===== config.mk =====
export PLATFORM = sky130hd
export DESIGN_NAME = hold_window_ctrl_flat
export DESIGN_NICKNAME = d
export VERILOG_FILES = /design/src/rtl/hold_window_ctrl_if.sv /design/src/rtl/hold_window_ctrl.sv /design/src/flat_wrapper.sv
export SDC_FILE = /design/constraint.sdc
export NUM_CORES = 1
export LEC_CHECK = 0
export ABC_CLOCK_PERIOD_IN_PS = 7200
export BUFFER_PORTS_ARGS = -buffer_cell sky130_fd_sc_hd__buf_2
export CELL_PAD_IN_SITES_DETAIL_PLACEMENT = 1
export CELL_PAD_IN_SITES_GLOBAL_PLACEMENT = 1
export CORE_ASPECT_RATIO = 1.75
export CORE_MARGIN = 5
export CORE_UTILIZATION = 48
export CTS_BUF_LIST = sky130_fd_sc_hd__clkbuf_4
export DETAILED_ROUTE_END_ITERATION = 10
export HOLD_SLACK_MARGIN = 0.1
export PLACE_DENSITY = 0.89
export SLEW_MARGIN = 20
export SYNTH_ARGS = -nofsm -noshare
export SYNTH_HDL_FRONTEND = slang
export SYNTH_SLANG_ARGS = --single-unit

===== constraint.sdc =====
create_clock -name clk -period 7.2 [get_ports clk]
set_clock_uncertainty 0.15 [all_clocks]
set_input_delay 0 -clock clk [delete_from_list [all_inputs] [get_ports clk]]
set_output_delay 0 -clock clk [all_outputs]
set_load 0.005 [all_outputs]

===== src/rtl/hold_window_ctrl_if.sv =====
// rtl/hold_window_ctrl_if.sv - control, config and pass-through signals of the hold window scheduler
interface hold_window_ctrl_if #(
  parameter int CTR_W  = 11,
  parameter int DATA_W = 1,
  parameter int CNT_W  = 8
);
  logic              start;
  logic              abort;
  logic [CTR_W-1:0]  cfg_offset;
  logic [CTR_W-1:0]  cfg_len;
  logic [CTR_W-1:0]  cfg_period;
  logic [CNT_W-1:0]  cfg_count;
  logic [DATA_W-1:0] din;
  logic [DATA_W-1:0] dout;
  logic              hold;
  logic              busy;
  logic              done;
  logic [CNT_W-1:0]  win_idx;
  logic [CTR_W-1:0]  cyc_ctr;
  logic              mismatch;
  logic              err_sticky;

  modport master (
    output start, abort, cfg_offset, cfg_len, cfg_period, cfg_count, din,
    input  dout, hold, busy, done, win_idx, cyc_ctr, mismatch, err_sticky
  );

  modport slave (
    input  start, abort, cfg_offset, cfg_len, cfg_period, cfg_count, din,
    output dout, hold, busy, done, win_idx, cyc_ctr, mismatch, err_sticky
  );
endinterface


===== src/rtl/hold_window_ctrl.sv =====
// rtl/hold_window_ctrl.sv - hold window scheduler with owned pass-through register stage
module hold_window_ctrl #(
  parameter int CTR_W  = 11,
  parameter int DATA_W = 1,
  parameter int CNT_W  = 8
) (
  input  logic             clk,
  input  logic             rst_n,
  hold_window_ctrl_if.slave bus
);

  typedef enum logic [2:0] {
    S_IDLE,
    S_OFFSET,
    S_HOLD,
    S_GAP,
    S_DONE
  } state_t;

  state_t            state;
  state_t            nxt;
  logic [CTR_W-1:0]  seg_left;
  logic [CTR_W-1:0]  seg_nxt;
  logic [CTR_W-1:0]  lat_len;
  logic [CTR_W-1:0]  lat_per;
  logic [CNT_W-1:0]  lat_cnt;
  logic [CTR_W-1:0]  src_len;
  logic [CTR_W-1:0]  len_eff;
  logic [CNT_W-1:0]  win_nxt;
  logic              win_inc;
  logic              accept;
  logic              busy_now;

  logic [DATA_W-1:0] dout_r;
  logic              hold_r;
  logic              busy_r;
  logic              done_r;
  logic [CNT_W-1:0]  win_r;
  logic [CTR_W-1:0]  cyc_r;
  logic              mis_r;
  logic              err_r;

  assign accept   = (state == S_IDLE) && bus.start && !bus.abort;
  assign busy_now = (state == S_OFFSET) || (state == S_HOLD) || (state == S_GAP);
  // Config is live on the inputs only at acceptance; afterwards the latched copy rules.
  assign src_len  = (state == S_IDLE) ? bus.cfg_len : lat_len;
  // A zero-length window still occupies one step so win_idx and period spacing advance.
  assign len_eff  = (src_len == '0) ? CTR_W'(1) : src_len;
  assign win_nxt  = win_r + CNT_W'(1);

  always_comb begin
    nxt     = state;
    seg_nxt = seg_left;
    win_inc = 1'b0;
    if (bus.abort && state != S_IDLE) begin
      nxt = S_IDLE;
    end else begin
      case (state)
        S_IDLE: begin
          if (accept) begin
            if (bus.cfg_count == '0) begin
              nxt = S_DONE;
            end else if (bus.cfg_offset != '0) begin
              nxt     = S_OFFSET;
              seg_nxt = bus.cfg_offset - CTR_W'(1);
            end else begin
              nxt     = S_HOLD;
              seg_nxt = len_eff - CTR_W'(1);
            end
          end
        end
        S_OFFSET, S_GAP: begin
          if (seg_left == '0) begin
            nxt     = S_HOLD;
            seg_nxt = len_eff - CTR_W'(1);
          end else begin
            seg_nxt = seg_left - CTR_W'(1);
          end
        end
        S_HOLD: begin
          if (seg_left == '0) begin
            win_inc = 1'b1;
            if (win_nxt == lat_cnt) begin
              nxt = S_DONE;
            end else if (lat_per > len_eff) begin
              nxt     = S_GAP;
              seg_nxt = lat_per - len_eff - CTR_W'(1);
            end else begin
              nxt     = S_HOLD;
              seg_nxt = len_eff - CTR_W'(1);
            end
          end else begin
            seg_nxt = seg_left - CTR_W'(1);
          end
        end
        S_DONE:  nxt = S_IDLE;
        default: nxt = S_IDLE;
      endcase
    end
  end

  always_ff @(posedge clk or negedge rst_n) begin
    if (!rst_n) begin
      state    <= S_IDLE;
      seg_left <= '0;
      lat_len  <= '0;
      lat_per  <= '0;
      lat_cnt  <= '0;
      dout_r   <= '0;
      hold_r   <= 1'b0;
      busy_r   <= 1'b0;
      done_r   <= 1'b0;
      win_r    <= '0;
      cyc_r    <= '0;
      mis_r    <= 1'b0;
      err_r    <= 1'b0;
    end else begin
      state    <= nxt;
      seg_left <= seg_nxt;
      if (accept) begin
        lat_len <= bus.cfg_len;
        lat_per <= bus.cfg_period;
        lat_cnt <= bus.cfg_count;
        cyc_r   <= '0;
        win_r   <= '0;
      end else begin
        if (busy_now && !bus.abort) cyc_r <= cyc_r + CTR_W'(1);
        if (win_inc)                win_r <= win_nxt;
      end
      hold_r <= (nxt == S_HOLD) && (src_len != '0);
      busy_r <= (nxt == S_OFFSET) || (nxt == S_HOLD) || (nxt == S_GAP);
      done_r <= (nxt == S_DONE);
      // Pass-through stage freezes on the hold value visible before this edge.
      dout_r <= hold_r ? dout_r : bus.din;
      mis_r  <= (bus.din != dout_r);
      if (accept)               err_r <= 1'b0;
      else if (mis_r && !hold_r) err_r <= 1'b1;
    end
  end

  assign bus.dout       = dout_r;
  assign bus.hold       = hold_r;
  assign bus.busy       = busy_r;
  assign bus.done       = done_r;
  assign bus.win_idx    = win_r;
  assign bus.cyc_ctr    = cyc_r;
  assign bus.mismatch   = mis_r;
  assign bus.err_sticky = err_r;

endmodule

===== src/flat_wrapper.sv =====
// flat-port wrapper written by rule: the top's interface ports become plain ports
module hold_window_ctrl_flat 
#(
  parameter int CTR_W  = 11,
  parameter int DATA_W = 1,
  parameter int CNT_W  = 8
)
  (clk, rst_n, bus_start, bus_abort, bus_cfg_offset, bus_cfg_len, bus_cfg_period, bus_cfg_count, bus_din, bus_dout, bus_hold, bus_busy, bus_done, bus_win_idx, bus_cyc_ctr, bus_mismatch, bus_err_sticky);
  hold_window_ctrl_if #(.CTR_W(CTR_W), .DATA_W(DATA_W), .CNT_W(CNT_W)) bus_i ();
  input  logic clk;
  input  logic rst_n;
  input wire logic [$bits(bus_i.start)-1:0] bus_start;
  input wire logic [$bits(bus_i.abort)-1:0] bus_abort;
  input wire logic [$bits(bus_i.cfg_offset)-1:0] bus_cfg_offset;
  input wire logic [$bits(bus_i.cfg_len)-1:0] bus_cfg_len;
  input wire logic [$bits(bus_i.cfg_period)-1:0] bus_cfg_period;
  input wire logic [$bits(bus_i.cfg_count)-1:0] bus_cfg_count;
  input wire logic [$bits(bus_i.din)-1:0] bus_din;
  output wire logic [$bits(bus_i.dout)-1:0] bus_dout;
  output wire logic [$bits(bus_i.hold)-1:0] bus_hold;
  output wire logic [$bits(bus_i.busy)-1:0] bus_busy;
  output wire logic [$bits(bus_i.done)-1:0] bus_done;
  output wire logic [$bits(bus_i.win_idx)-1:0] bus_win_idx;
  output wire logic [$bits(bus_i.cyc_ctr)-1:0] bus_cyc_ctr;
  output wire logic [$bits(bus_i.mismatch)-1:0] bus_mismatch;
  output wire logic [$bits(bus_i.err_sticky)-1:0] bus_err_sticky;
  assign bus_i.start = bus_start;
  assign bus_i.abort = bus_abort;
  assign bus_i.cfg_offset = bus_cfg_offset;
  assign bus_i.cfg_len = bus_cfg_len;
  assign bus_i.cfg_period = bus_cfg_period;
  assign bus_i.cfg_count = bus_cfg_count;
  assign bus_i.din = bus_din;
  assign bus_dout = bus_i.dout;
  assign bus_hold = bus_i.hold;
  assign bus_busy = bus_i.busy;
  assign bus_done = bus_i.done;
  assign bus_win_idx = bus_i.win_idx;
  assign bus_cyc_ctr = bus_i.cyc_ctr;
  assign bus_mismatch = bus_i.mismatch;
  assign bus_err_sticky = bus_i.err_sticky;
  hold_window_ctrl #(.CTR_W(CTR_W), .DATA_W(DATA_W), .CNT_W(CNT_W)) u_core (.clk(clk), .rst_n(rst_n), .bus(bus_i));
endmodule

==> run_results.csv <==
group,metric,value,unit
outcome,status,"finished, final reports clean",
critical_path,crit_path_start_kind,"flop",
cells_and_area,drive_gt1_frac,0.155,
grt,grt_usage,0.295,
detailed_routing,avgRoutedWirePerCell,20.8,um
placed_design,io_buffers,70,
cells_and_area,layout_commonest_cell,"nand2_1",
yosys,synthArstFlopShare,1.00,
yosys,synth_fa_ha_area_frac,0.0485,
detailed_routing,drt_pass1_iterations,4,
detailed_routing,drc_errors,0,
yosys,syn_nets,652,
yosys,syn_area_per_cell,8.17,um2
clock_tree,htree_num_levels,3,
job,drv_cap,0,
worst_hold_path,hp-class,"primary input to async pin",
power_and_ir_drop,power.static_leakage,2.78,nW
die,die_area,12200,um2
sta,slew-limit-headroom,0.384,
cells_and_area,syn2layout_area_growth,24.0,%
sta,worst_pin_slew,0.924,ns
critical_path,worstSetupEndpointType,"flop",
cells_and_area,num-fill-cells,1217,
yosys,seq_area_frac_synth,0.359,
sta,timing.final.crit_share,0.600,
yosys,ys_types,61,
sta,totalNegativeSetupSlack,0,ns
die,ios,71,
yosys,synth_cells,588,
clock_tree,cts_buffers,9,
yosys,synth_simple_gate_area_frac,0.279,
grt,grt_pass1_wl,28200,um
detailed_routing,first_iter_violations,303,
yosys,synth_compound_area_frac,0.166,
critical_path,critPathArrivalTime,4.53,ns
yosys,synth-main-ff-cell,"dfrtp_1",
die,start_util,0.488,
power_and_ir_drop,vdd_ir_drop_max,0.173,mV
clock_tree,cts_hold_buf,51,
clock_tree,cts_sinks,69,
die,num_rows,48,
grt,overflow,0,
sta,rsz0062_at_grt,"false",
critical_path,crit_fanout,6,
cells_and_area,multiInputGateArea,2940,um2
placed_design,dp_slack,3.05,ns
yosys,synth_edf_count,0,
sta,slew_violations,0,
critical_path,cp.required,7.41,ns
yosys,ys_warn_count,0,
sta,max_freq,231,MHz
sta,setup_viol,0,
cells_and_area,mostFrequentLayoutCells,"nand2_1, buf_2, dfrtp_1",
die,die_w,85.6,um
detailed_routing,vias,5090,
clock_tree,cts_setup_buffers,0,
die,core_area,9850,um2
cells_and_area,fin_nets,770,
clock_tree,path_clk_slew,0.14,ns
grt,antenna_found_initial,2,
critical_path,crit_type,"flop to flop",
detailed_routing,wirelength,17500,um
power_and_ir_drop,power_density,370,nW/um2
cells_and_area,seqCellArea,1730,um2
cells_and_area,final_core_util,0.605,
grt,grt_pass1_vias,5715,
placed_design,hpwlAfterDp,11900,um
clock_tree,ctsResizeCount,0,
placed_design,routabilityCongestion,0.910,
yosys,synth_xor_area_frac,0.0875,
clock_tree,cts_buffer_depth,2,
detailed_routing,drt.antenna.violating_nets,0,
sta,min_period,4.32,ns
sta,hold_viol_final,0,
yosys,synth_top_family_by_area,"simple AND/OR/NAND/NOR gates",
yosys,synth.area.mux_share,0.0297,
die,die_h,142,um
yosys,synth_area,4800,um2
clock_tree,clkLatencyLatePin,0.46,ns
yosys,ys_ff_latch,69,
clock_tree,root_buffer,"clkbuf_4",
detailed_routing,avgViaCountPerCell,6.07,
clock_tree,cts_tree,"built",
grt,grt_max_degree,70,
sta,setup_ws,2.88,ns
critical path: stages, from the launching register on:
cell,delay [ns]
dfrtp_1,0.47
or4_1,0.61
or4_1,0.56
o211ai_1,0.25
inv_1,0.19
ha_1,0.26
inv_1,0.08
fa_1,0.21
nor2b_1,0.08
o2111ai_1,0.25
nand3_1,0.17
a31o_2,0.27
a21oi_1,0.16
xnor2_1,0.09
a31o_2,0.25
a22o_1,0.17
layout make-up:
| cell class | instances | area share |
|---|---|---|
| Multi-Input combinational cell | 485 | 0.494 |
| Sequential cell | 69 | 0.290 |
| Timing Repair Buffer | 127 | 0.152 |
| Tap cell | 125 | 0.0263 |
| Antenna cell | 2 | 0.000840 |
| Clock buffer | 9 | 0.0113 |
| Inverter | 14 | 0.00924 |
| Clock inverter | 7 | 0.0164 |
per-stage QoR:
stage | power [mW] | hold WS [ns] | area, um2 | std cells
floorplan | 1.48 | -0.446 | 4800 | 588
detailed placement | 1.81 | 0.0516 | 5280 | 769
global route | 2.35 | 0.143 | 5960 | 838
CTS | 2.16 | 0.107 | 5950 | 836
global placement | 1.75 | 0.0392 | 5280 | 769
finish | 2.21 | 0.112 | 5960 | 838
synth_stat cells, drive strengths merged (4+ instances only):
cell type,n,area share
a2111oi,4,0.0086
a21oi,23,0.024
a31oi,6,0.0078
and3,7,0.0091
clkbuf,17,0.013
dfrtp,69,0.36
ha,17,0.044
inv,14,0.011
mux2i,12,0.025
nand2,127,0.099
nand2b,11,0.014
nand3,16,0.018
nand4,6,0.0078
nor2,56,0.044
nor3,16,0.018
nor4,13,0.017
o211ai,7,0.011
o21ai,32,0.033
o22ai,5,0.0094
o31ai,6,0.012
or2,4,0.0052
or3,13,0.018
or4,8,0.013
xnor2,22,0.040
xor2,26,0.047
per-layer routing:
layer,GRT usage,routed length (um),part of all wire
met1,0.294,6270,0.36
met2,0.557,9650,0.55
met5,0,0,0
met3,0.0406,557,0.032
met4,0.193,992,0.057
where the power goes:
group	switching [mW]	total [mW]	internal [mW]	leakage [nW]
Clock	0.165	0.307	0.142	0.0830
Combinational	0.742	1.24	0.494	1.82
Sequential	0.147	0.664	0.517	0.877
Total	1.05	2.21	1.15	2.78
kinds of logic (layout without fill, tap and decap cells):
group	count (synthesis)	in the layout
mux	14	14
xor+xnor	48	48
flops	69	69
fa+ha+maj	18	18
compound gates	117	117
simple gates	288	288
other cells	0	2
buf+inv	34	157
worst paths after layout:
path / startpoint / slack [ns] / endpoint / cells after the start
max: u_core.lat_len[2] / 2.88 / u_core.seg_left[10] / 15
min: rst_n / 0.11 / u_core.lat_per[2] / 3
max reg2reg: u_core.lat_len[2] / 2.88 / u_core.seg_left[10] / 15
min reg2reg: u_core.lat_len[9] / 0.36 / u_core.lat_len[9] / 2
max in group asynchronous: rst_n / 6.15 / u_core.bus.win_idx[1] / 3
min in group clk: bus_cfg_period[2] / 0.12 / u_core.lat_per[2] / 4
registers in the layout (all words and copies together) (netlist names), 3 cells and up:
name / flops
u_core.bus.cyc_ctr: 11
u_core.lat_len: 11
u_core.lat_per: 11
u_core.seg_left: 11
u_core.bus.win_idx: 8
u_core.lat_cnt: 8
u_core.state: 3
Power figures use the tool's default switching activity.
